--- src/rtl/rat_pkg.sv ---
// Shared definitions for the RAT MCU control unit.
//   - FSM state encoding
//   - opcode constants
//   - ALU operation codes
//   - register-file write-data select codes
//   - the control-word struct driven by the decoder and the FSM
//   - a helper that builds the control word for a flag-setting ALU op
package rat_pkg;

  typedef enum logic [1:0] {
    ST_INIT  = 2'd0,
    ST_FETCH = 2'd1,
    ST_EXEC  = 2'd2
  } state_t;

  // Register-register ops: full 7-bit opcode {HI_5, LO_2}
  localparam logic [6:0] OP_AND_R  = 7'b0000000;
  localparam logic [6:0] OP_OR_R   = 7'b0000001;
  localparam logic [6:0] OP_EXOR_R = 7'b0000010;
  localparam logic [6:0] OP_TEST_R = 7'b0000011;
  localparam logic [6:0] OP_ADD_R  = 7'b0000100;
  localparam logic [6:0] OP_ADDC_R = 7'b0000101;
  localparam logic [6:0] OP_SUB_R  = 7'b0000110;
  localparam logic [6:0] OP_SUBC_R = 7'b0000111;
  localparam logic [6:0] OP_CMP_R  = 7'b0001000;
  localparam logic [6:0] OP_MOV_R  = 7'b0001001;
  localparam logic [6:0] OP_LD_R   = 7'b0001010;
  localparam logic [6:0] OP_ST_R   = 7'b0001011;

  // Branches: full 7-bit opcode
  localparam logic [6:0] OP_BRN    = 7'b0010000;
  localparam logic [6:0] OP_BREQ   = 7'b0010010;
  localparam logic [6:0] OP_BRNE   = 7'b0010011;
  localparam logic [6:0] OP_BRCS   = 7'b0010100;
  localparam logic [6:0] OP_BRCC   = 7'b0010101;

  // Immediate ops: HI_5 only
  localparam logic [4:0] OP_AND_I  = 5'b10000;
  localparam logic [4:0] OP_OR_I   = 5'b10001;
  localparam logic [4:0] OP_EXOR_I = 5'b10010;
  localparam logic [4:0] OP_TEST_I = 5'b10011;
  localparam logic [4:0] OP_ADD_I  = 5'b10100;
  localparam logic [4:0] OP_ADDC_I = 5'b10101;
  localparam logic [4:0] OP_SUB_I  = 5'b10110;
  localparam logic [4:0] OP_SUBC_I = 5'b10111;
  localparam logic [4:0] OP_CMP_I  = 5'b11000;
  localparam logic [4:0] OP_IN_I   = 5'b11001;
  localparam logic [4:0] OP_OUT_I  = 5'b11010;
  localparam logic [4:0] OP_MOV_I  = 5'b11011;
  localparam logic [4:0] OP_LD_I   = 5'b11100;
  localparam logic [4:0] OP_ST_I   = 5'b11101;

  // ALU operation codes
  localparam logic [3:0] ALU_ADD  = 4'b0000;
  localparam logic [3:0] ALU_ADDC = 4'b0001;
  localparam logic [3:0] ALU_SUB  = 4'b0010;
  localparam logic [3:0] ALU_SUBC = 4'b0011;
  localparam logic [3:0] ALU_CMP  = 4'b0100;
  localparam logic [3:0] ALU_AND  = 4'b0101;
  localparam logic [3:0] ALU_OR   = 4'b0110;
  localparam logic [3:0] ALU_EXOR = 4'b0111;
  localparam logic [3:0] ALU_TEST = 4'b1000;
  localparam logic [3:0] ALU_MOV  = 4'b1110;

  // Register-file write-data mux select
  localparam logic [1:0] RF_SEL_ALU = 2'b00;
  localparam logic [1:0] RF_SEL_SCR = 2'b01;
  localparam logic [1:0] RF_SEL_IN  = 2'b11;

  typedef struct packed {
    logic       pc_rst;
    logic       pc_inc;
    logic       pc_ld;
    logic [1:0] pc_mux_sel;
    logic       alu_opy_sel;
    logic [3:0] alu_sel;
    logic       rf_wr;
    logic [1:0] rf_wr_sel;
    logic       scr_we;
    logic       scr_addr_sel;
    logic       flg_c_ld;
    logic       flg_z_ld;
    logic       io_strb;
  } ctrl_t;

  // Control word for an ALU op that loads both flags; wr=0 for CMP/TEST.
  function automatic ctrl_t alu_ctrl(input logic [3:0] sel, input logic wr);
    ctrl_t c;
    c           = '0;
    c.alu_sel   = sel;
    c.rf_wr     = wr;
    c.rf_wr_sel = RF_SEL_ALU;
    c.flg_c_ld  = 1'b1;
    c.flg_z_ld  = 1'b1;
    return c;
  endfunction

endpackage

--- src/rtl/rat_decode.sv ---
// Combinational opcode decoder for the RAT MCU.
// Ports:
//   opcode_i  [6:0]  {OPCODE_HI_5, OPCODE_LO_2}
//   c_i, z_i         current carry / zero flags (branch conditions)
//   ctrl_o           control word for the EXEC cycle (pc_rst/pc_inc always 0)
//   illegal_o        opcode is not a recognised instruction; ctrl_o is all zero
module rat_decode
  import rat_pkg::*;
(
  input  logic [6:0] opcode_i,
  input  logic       c_i,
  input  logic       z_i,
  output ctrl_t      ctrl_o,
  output logic       illegal_o
);

  // Opcode + flags to control word
  always_comb begin
    ctrl_o    = '0;
    illegal_o = 1'b0;
    if (opcode_i[6] == 1'b1) begin
      // Immediate class: LO_2 is part of the immediate and is ignored
      case (opcode_i[6:2])
        OP_AND_I:  ctrl_o = alu_ctrl(ALU_AND,  1'b1);
        OP_OR_I:   ctrl_o = alu_ctrl(ALU_OR,   1'b1);
        OP_EXOR_I: ctrl_o = alu_ctrl(ALU_EXOR, 1'b1);
        OP_TEST_I: ctrl_o = alu_ctrl(ALU_TEST, 1'b0);
        OP_ADD_I:  ctrl_o = alu_ctrl(ALU_ADD,  1'b1);
        OP_ADDC_I: ctrl_o = alu_ctrl(ALU_ADDC, 1'b1);
        OP_SUB_I:  ctrl_o = alu_ctrl(ALU_SUB,  1'b1);
        OP_SUBC_I: ctrl_o = alu_ctrl(ALU_SUBC, 1'b1);
        OP_CMP_I:  ctrl_o = alu_ctrl(ALU_CMP,  1'b0);
        OP_IN_I: begin
          ctrl_o.rf_wr     = 1'b1;
          ctrl_o.rf_wr_sel = RF_SEL_IN;
        end
        OP_OUT_I:  ctrl_o.io_strb = 1'b1;
        OP_MOV_I: begin
          ctrl_o.rf_wr   = 1'b1;
          ctrl_o.alu_sel = ALU_MOV;
        end
        OP_LD_I: begin
          ctrl_o.rf_wr        = 1'b1;
          ctrl_o.rf_wr_sel    = RF_SEL_SCR;
          ctrl_o.scr_addr_sel = 1'b1;
        end
        OP_ST_I: begin
          ctrl_o.scr_we       = 1'b1;
          ctrl_o.scr_addr_sel = 1'b1;
        end
        default:   illegal_o = 1'b1;
      endcase
      // Every decoded immediate op takes its Y operand from the instruction
      ctrl_o.alu_opy_sel = ~illegal_o;
    end else begin
      case (opcode_i)
        OP_AND_R:  ctrl_o = alu_ctrl(ALU_AND,  1'b1);
        OP_OR_R:   ctrl_o = alu_ctrl(ALU_OR,   1'b1);
        OP_EXOR_R: ctrl_o = alu_ctrl(ALU_EXOR, 1'b1);
        OP_TEST_R: ctrl_o = alu_ctrl(ALU_TEST, 1'b0);
        OP_ADD_R:  ctrl_o = alu_ctrl(ALU_ADD,  1'b1);
        OP_ADDC_R: ctrl_o = alu_ctrl(ALU_ADDC, 1'b1);
        OP_SUB_R:  ctrl_o = alu_ctrl(ALU_SUB,  1'b1);
        OP_SUBC_R: ctrl_o = alu_ctrl(ALU_SUBC, 1'b1);
        OP_CMP_R:  ctrl_o = alu_ctrl(ALU_CMP,  1'b0);
        OP_MOV_R: begin
          ctrl_o.rf_wr   = 1'b1;
          ctrl_o.alu_sel = ALU_MOV;
        end
        OP_LD_R: begin
          ctrl_o.rf_wr     = 1'b1;
          ctrl_o.rf_wr_sel = RF_SEL_SCR;
        end
        OP_ST_R:   ctrl_o.scr_we = 1'b1;
        // Branch target is always the immediate address (PC_MUX_SEL = 00)
        OP_BRN:    ctrl_o.pc_ld = 1'b1;
        OP_BREQ:   ctrl_o.pc_ld = z_i;
        OP_BRNE:   ctrl_o.pc_ld = ~z_i;
        OP_BRCS:   ctrl_o.pc_ld = c_i;
        OP_BRCC:   ctrl_o.pc_ld = ~c_i;
        default:   illegal_o = 1'b1;
      endcase
    end
  end

endmodule

--- src/rtl/rat_control_unit.sv ---
// Multi-cycle control FSM for the RAT MCU: INIT -> (FETCH -> EXEC)*.
// Ports:
//   clk, RST_N                  clock; asynchronous active-low reset
//   OPCODE_HI_5, OPCODE_LO_2    instruction bits [17:13] and [1:0]
//   C, Z                        current carry / zero flags
//   PC_RST, PC_INC, PC_LD, PC_MUX_SEL     program-counter controls
//   ALU_OPY_SEL, ALU_SEL                  ALU operand / operation select
//   RF_WR, RF_WR_SEL                      register-file write enable / data select
//   SCR_WE, SCR_ADDR_SEL                  scratch-RAM write / address select
//   FLG_C_LD, FLG_Z_LD                    flag load enables
//   IO_STRB                               OUT-port strobe
//   ILL_OP                                sticky undecoded-opcode flag
// Outputs are a combinational function of the state (and the opcode in EXEC),
// so reset forces PC_RST=1 and all other controls to 0 with no clock edge.
module rat_control_unit
  import rat_pkg::*;
#(
  parameter int unsigned INIT_CYCLES = 1
) (
  input  logic       clk,
  input  logic       RST_N,
  input  logic [4:0] OPCODE_HI_5,
  input  logic [1:0] OPCODE_LO_2,
  input  logic       C,
  input  logic       Z,
  output logic       PC_RST,
  output logic       PC_INC,
  output logic       PC_LD,
  output logic [1:0] PC_MUX_SEL,
  output logic       ALU_OPY_SEL,
  output logic [3:0] ALU_SEL,
  output logic       RF_WR,
  output logic [1:0] RF_WR_SEL,
  output logic       SCR_WE,
  output logic       SCR_ADDR_SEL,
  output logic       FLG_C_LD,
  output logic       FLG_Z_LD,
  output logic       IO_STRB,
  output logic       ILL_OP
);

  localparam logic [3:0] INIT_LAST = 4'(INIT_CYCLES - 1);

  state_t     state_q, state_d;
  logic [3:0] cnt_q, cnt_d;
  logic       ill_op_q, ill_op_d;
  ctrl_t      dec_ctrl_s;
  logic       dec_illegal_s;
  ctrl_t      ctrl_s;

  rat_decode u_decode (
    .opcode_i  ({OPCODE_HI_5, OPCODE_LO_2}),
    .c_i       (C),
    .z_i       (Z),
    .ctrl_o    (dec_ctrl_s),
    .illegal_o (dec_illegal_s)
  );

  // State, init counter and sticky illegal-op flag
  always_ff @(posedge clk or negedge RST_N) begin
    if (!RST_N) begin
      state_q  <= ST_INIT;
      cnt_q    <= 4'd0;
      ill_op_q <= 1'b0;
    end else begin
      state_q  <= state_d;
      cnt_q    <= cnt_d;
      ill_op_q <= ill_op_d;
    end
  end

  // Next state and control outputs
  always_comb begin
    state_d  = state_q;
    cnt_d    = cnt_q;
    ill_op_d = ill_op_q;
    ctrl_s   = '0;
    case (state_q)
      ST_INIT: begin
        ctrl_s.pc_rst = 1'b1;
        if (cnt_q == INIT_LAST) begin
          state_d = ST_FETCH;
          cnt_d   = 4'd0;
        end else begin
          cnt_d = cnt_q + 4'd1;
        end
      end
      ST_FETCH: begin
        ctrl_s.pc_inc = 1'b1;
        state_d       = ST_EXEC;
      end
      ST_EXEC: begin
        // Decoder yields an all-zero word for undecoded opcodes
        ctrl_s  = dec_ctrl_s;
        state_d = ST_FETCH;
        if (dec_illegal_s) begin
          ill_op_d = 1'b1;
        end else begin
          ill_op_d = ill_op_q;
        end
      end
      default: begin
        // Unreachable encoding: recover through INIT
        ctrl_s.pc_rst = 1'b1;
        state_d       = ST_INIT;
        cnt_d         = 4'd0;
      end
    endcase
  end

  assign PC_RST       = ctrl_s.pc_rst;
  assign PC_INC       = ctrl_s.pc_inc;
  assign PC_LD        = ctrl_s.pc_ld;
  assign PC_MUX_SEL   = ctrl_s.pc_mux_sel;
  assign ALU_OPY_SEL  = ctrl_s.alu_opy_sel;
  assign ALU_SEL      = ctrl_s.alu_sel;
  assign RF_WR        = ctrl_s.rf_wr;
  assign RF_WR_SEL    = ctrl_s.rf_wr_sel;
  assign SCR_WE       = ctrl_s.scr_we;
  assign SCR_ADDR_SEL = ctrl_s.scr_addr_sel;
  assign FLG_C_LD     = ctrl_s.flg_c_ld;
  assign FLG_Z_LD     = ctrl_s.flg_z_ld;
  assign IO_STRB      = ctrl_s.io_strb;
  assign ILL_OP       = ill_op_q;

endmodule

--- config.mk ---
export PLATFORM = sky130hd
export DESIGN_NAME = rat_control_unit
export DESIGN_NICKNAME = d
export VERILOG_FILES = /design/src/rtl/rat_pkg.sv /design/src/rtl/rat_decode.sv /design/src/rtl/rat_control_unit.sv
export SDC_FILE = /design/constraint.sdc
export NUM_CORES = 1
export LEC_CHECK = 0
export BUFFER_PORTS_ARGS = -buffer_cell sky130_fd_sc_hd__buf_2
export CORE_UTILIZATION = 51
export DETAILED_ROUTE_END_ITERATION = 10
export PLACE_DENSITY = 0.86
export REMOVE_ABC_BUFFERS = 1
export SLEW_MARGIN = 20
export SYNTH_ARGS = -nofsm -noshare
export SYNTH_HDL_FRONTEND = slang
export SYNTH_SLANG_ARGS = --single-unit
--- constraint.sdc ---
create_clock -name clk -period 1.65 [get_ports clk]
set_input_delay 0.2475 -clock clk [delete_from_list [all_inputs] [get_ports clk]]
set_output_delay 0.2475 -clock clk [all_outputs]
set_load 0.01 [all_outputs]
-- Word-level counts from Yosys, hierarchy flattened
Cells that the tools add are included.
- add/subtract/negate cells: 1
- equal/unequal tests: 33
- mux-type cells: 25
- bitwise gates (word level): 3
- reductions and logical operators: 12
- operator list (kind ; number):
    $pmux 4 s9 ; 2
    $eq 5x5->1 const B ; 14
    $eq 7x5->1 const B ; 5
    $mux 16 ; 2
    $eq 7x3->1 const B ; 4
    $eq 7x4->1 const B ; 4
    $reduce_or 9->1 ; 3
    $reduce_or 17->1 ; 1
    $eq 7x2->1 const B ; 2
    $reduce_or 14->1 ; 1
    $mux 1 ; 11
    $reduce_or 10->1 ; 1
    $pmux 4 s2 ; 1
    $eq 7x1->1 const B ; 1
    $logic_not 7->1 ; 1
    $pmux 2 s3 ; 1
    $pmux 1 s5 ; 1
    $add 4x1->4 const B ; 1
    $logic_not 4->1 ; 1
    $mux 2 ; 2
    $mux 4 ; 1
    $pmux 1 s2 ; 2
    $pmux 2 s2 ; 1
    $reduce_or 2->1 ; 2
    7 further kinds ; 9
- flip-flop bits (word level): 7
- bits of input ports: 11

-- Longest topological paths before layout
- depth after elaboration: 7
- gate-level depth with buffers: 6
- depth with buffers taken out: 6

-- Cells and area by module
From an unflattened synthesis, not the netlist that was laid out.
- cells, all modules: 150
- area total of the unflattened synthesis: 1074.8 um2
- by module, submodules not included (module ; times used ; cells each ; area each (um2)):
    rat_control_unit ; 1 ; 64 ; 565.5
    rat_decode ; 1 ; 86 ; 509.2

-- Least setup slack after synthesis
Ideal clock, no wire load.
- kind: register to output
- from: reg state_q[0]
- to: out RF_WR
- arrival: 1358 ps
- setup slack: 44 ps
- stages on the path, launching flop included: 7
- path buffers: 1
- cell sequence: dfrtp_1 inv_1 ha_1 clkbuf_1 nand2_1 a31o_2 o32ai_1
- cells in the longest elaborated chain, start to end: 2
- ends and longest elaborated chain (what ; line ; text):
    start, declared ; rat_control_unit.sv:44 ; state_t state_q, state_d;
    start signal, assigned ; rat_control_unit.sv:66 ; state_q <= state_d;
    $eq 2x2->1 ; rat_control_unit.sv:78 ; case (state_q)
    $mux 16 ; rat_control_unit.sv:78 ;
    end, declared ; rat_control_unit.sv:32 ; output logic RF_WR,
Every way passes these cells.

-- Final worst setup path
Ends and elaborated chain as after synthesis.

==> results.cfg <==
[place]
place.gp.congestion = 0.875
port_buffers = 27
hpwlAfterDp_um = 1940

[routing]
via_per_inst = 6.05
drt_iter0_drc = 43
drt-wirelength-per-cell_um = 14.8
ant_nets = 0
routed_wl_um = 2800
vias = 1149
drc = 0
drt_pre_antenna_iters = 4

[logic_synthesis]
async_reset_ff_frac = 1.00
yosysUniqueCellTypes = 49
ys_seq_area_frac = 0.175
synth-main-ff-cell = dfrtp_1
synth_compound_area_frac = 0.246
syn_avg_cell_area_sq_um = 7.48
synthAdderAreaFrac = 0.0624
ys_ff_latch = 7
synth.cell_area_sq_um = 1000
synthSimpleGateAreaFrac = 0.331
synth_top_family_by_area = simple AND/OR/NAND/NOR gates
synthCells = 134
synth_edf_count = 0
yosys_warnings = 0
synth-xor-area-share = 0.0262
synthMuxAreaShare = 0.0300

[die]
start_util = 0.562
die-area_sq_um = 2150
fp.dieH_um = 46.3
placementRows = 15
pin_count = 30
core_sq_um = 1780
die_w_um = 46.3

[clock_tree]
cts.sinks = 7
numCtsBuffers = 3
clock_path_buffers = 2
insertion_delay_ps = 250
root_buffer = clkbuf_4
cts.clk_slew.worst_paths_ps = 60
h-tree-depth = 1
cts_tree = yes

[layout]
seq_area_sq_um = 175
areaGrowthSynthToFinish_pct = 28.1
diodes = 0
drive_gt1_frac = 0.358
n_fill_cell = 138
post-route-util = 0.720
nets = 182
multi_input_area_sq_um = 771

[global_routing]
gr-total-overflow = 0
grt_pass1_wl_um = 4170
antenna_found_initial = 0
grt_util_all_layers = 0.270
first_global_vias = 958
grt_max_degree = 18

[power_and_ir_drop]
ir_worst_vdd_mv = 0.536
power.share.combinational = 0.319
p_switching_mw = 0.161
intPower_mw = 0.324
power_frac_seq = 0.354
powerDensity_nw_per_um2 = 378
p_total_mw = 0.485
pwr-share-clk = 0.327
sw_frac_of_total = 0.332
power.leakage_nw = 0.601

[status]
violations = negative setup slack
outcome = finished, violations left

[min_path]
hp-class = input port to asynchronous set/reset pin

[worst_setup_path]
cp_data_required_time_ps = 1400
reg2reg_depth = 6
crit_arrival_ps = 1430
critical_path_class = flip-flop to output port
cp_max_fo = 5
startpoint_type = flip-flop
worst_setup_path_end_kind = output port

[sta]
finalSetupViolations = 1
period_minus_slack_ps = 1670
tns_ps = -22.5
rsz0062_at_grt = yes
finClkSkew_ps = 4.85
finalMaxSlewViolations = 0
period_share = 1.01
fmax_mhz = 598
setup_slack_ps = -22.5
finalHoldViolCount = 0

[flow_run]
max-cap-violations = 0
layout make-up:
cell class	count	share of cell area
clock buffers	4	0.0205
inverters	9	0.0263
multi-input cells	105	0.600
flip-flops and latches	7	0.136
well taps	25	0.0244
repair buffers	40	0.192
placed cells by master (no fill, tap or decap), types with 2 or more instances in the layout:
cell / count
a21o_1: 2
a21oi_1: 7
a22oi_1: 3
a31oi_1: 4
and2_1: 2
buf_2: 24
buf_4: 13
clkbuf_4: 4
conb_1: 2
dfrtp_1: 7
ha_1: 3
ha_4: 2
inv_1: 8
mux2i_1: 3
nand2_1: 12
nand2b_1: 4
nand3_1: 4
nand4_1: 2
nor2_1: 4
nor2_2: 2
nor2b_1: 4
nor3_1: 4
nor3_2: 2
nor3b_2: 2
o21ai_0: 8
o22ai_1: 2
xnor2_1: 2
sequential cells by signal, summed over array words and instances, names as in the netlist:
| name | cells |
|---|---|
| cnt_q | 4 |
| ILL_OP | 1 |
| state_q | 2 |
cells in the mapped netlist (2+ instances only):
library cell	count	area [sq um]
a21oi_1	7	35.0
xnor2_1	2	17.5
buf_2	5	25.0
nor2_1	5	18.8
ha_1	5	62.6
a22oi_1	3	22.5
dfrtp_1	7	175
nand2_1	14	52.6
nand2b_1	5	31.3
nand4_1	2	12.5
nand3_1	4	20.0
buf_4	7	52.6
a31oi_1	4	25.0
and2_1	2	12.5
o21ai_0	8	40.0
inv_1	9	33.8
o32ai_1	2	17.5
nor2b_1	4	25.0
nor3_2	2	20.0
o22ai_1	2	12.5
a21o_1	2	15.0
mux2i_1	3	30.0
nor3_1	4	20.0
worst max-delay path: stages (launching register included):
cell,delay [ps]
dfrtp_1,380
inv_2,80
ha_4,190
nand2_4,70
a31o_4,210
o32ai_2,80
buf_2,160
cell families (layout without fill, tap and decap cells):
| kind of cell | count (synthesis) | after routing |
|---|---|---|
| other | 1 | 2 |
| buffers and inverters | 23 | 53 |
| AO/OA/AOI/OAI | 37 | 37 |
| adder cells (fa/ha/maj) | 5 | 5 |
| multiplexers | 3 | 3 |
| AND/OR/NAND/NOR | 55 | 55 |
| flip-flops | 7 | 7 |
| XOR/XNOR | 3 | 3 |
worst paths after layout:
path / start / to / slack (ps)
worst max-delay path: state_q[0] / RF_WR / -20
worst min-delay path: RST_N / cnt_q[1] / 360
worst max register to register: cnt_q[0] / cnt_q[2] / 250
worst min register to register: ILL_OP / ILL_OP / 510
max in group asynchronous: RST_N / state_q[0] / 1130
min in group clk: ILL_OP / ILL_OP / 510
metal layers:
layer,up-vias,global-route usage,part of all wire
li1,534,-,-
met1,542,0.304,0.38
met2,69,0.522,0.53
met3,4,0.0314,0.076
met4,0,0.0647,0.0054
met5,-,0,0
stage by stage:
stage / area, sq um / hold WS (ps) / cells / setup slack, ps
2_1_floorplan: 913 / -48.1 / 121 / 149
3_3_place_gp: 1150 / 84.4 / 182 / 68.7
3_5_place_dp: 1150 / 92.6 / 182 / 25.4
4_1_cts: 1240 / 357 / 189 / -13.2
5_1_grt: 1280 / 376 / 190 / -80.6
6_report: 1280 / 360 / 190 / -22.5
repair_timing:
item / CTS / global route
gates resized for setup: 8 / 11
pin swaps: 3 / 7
endpoints found under the hold margin: 7 / 0
hold buffers: 1 / 0
buffers inserted: 2 / 1
setup endpoints to repair: 14 / 12
power groups by stage:
stage | sequential [mW] | clock [mW] | combinational (mW)
2_1_floorplan | 0.175 | 0 | 0.0628
3_3_place_gp | 0.175 | 0 | 0.132
3_5_place_dp | 0.175 | 0 | 0.138
4_1_cts | 0.172 | 0.164 | 0.143
5_1_grt | 0.172 | 0.171 | 0.166
6_report | 0.172 | 0.159 | 0.155
No activity file was read; power rests on OpenSTA's default activity.
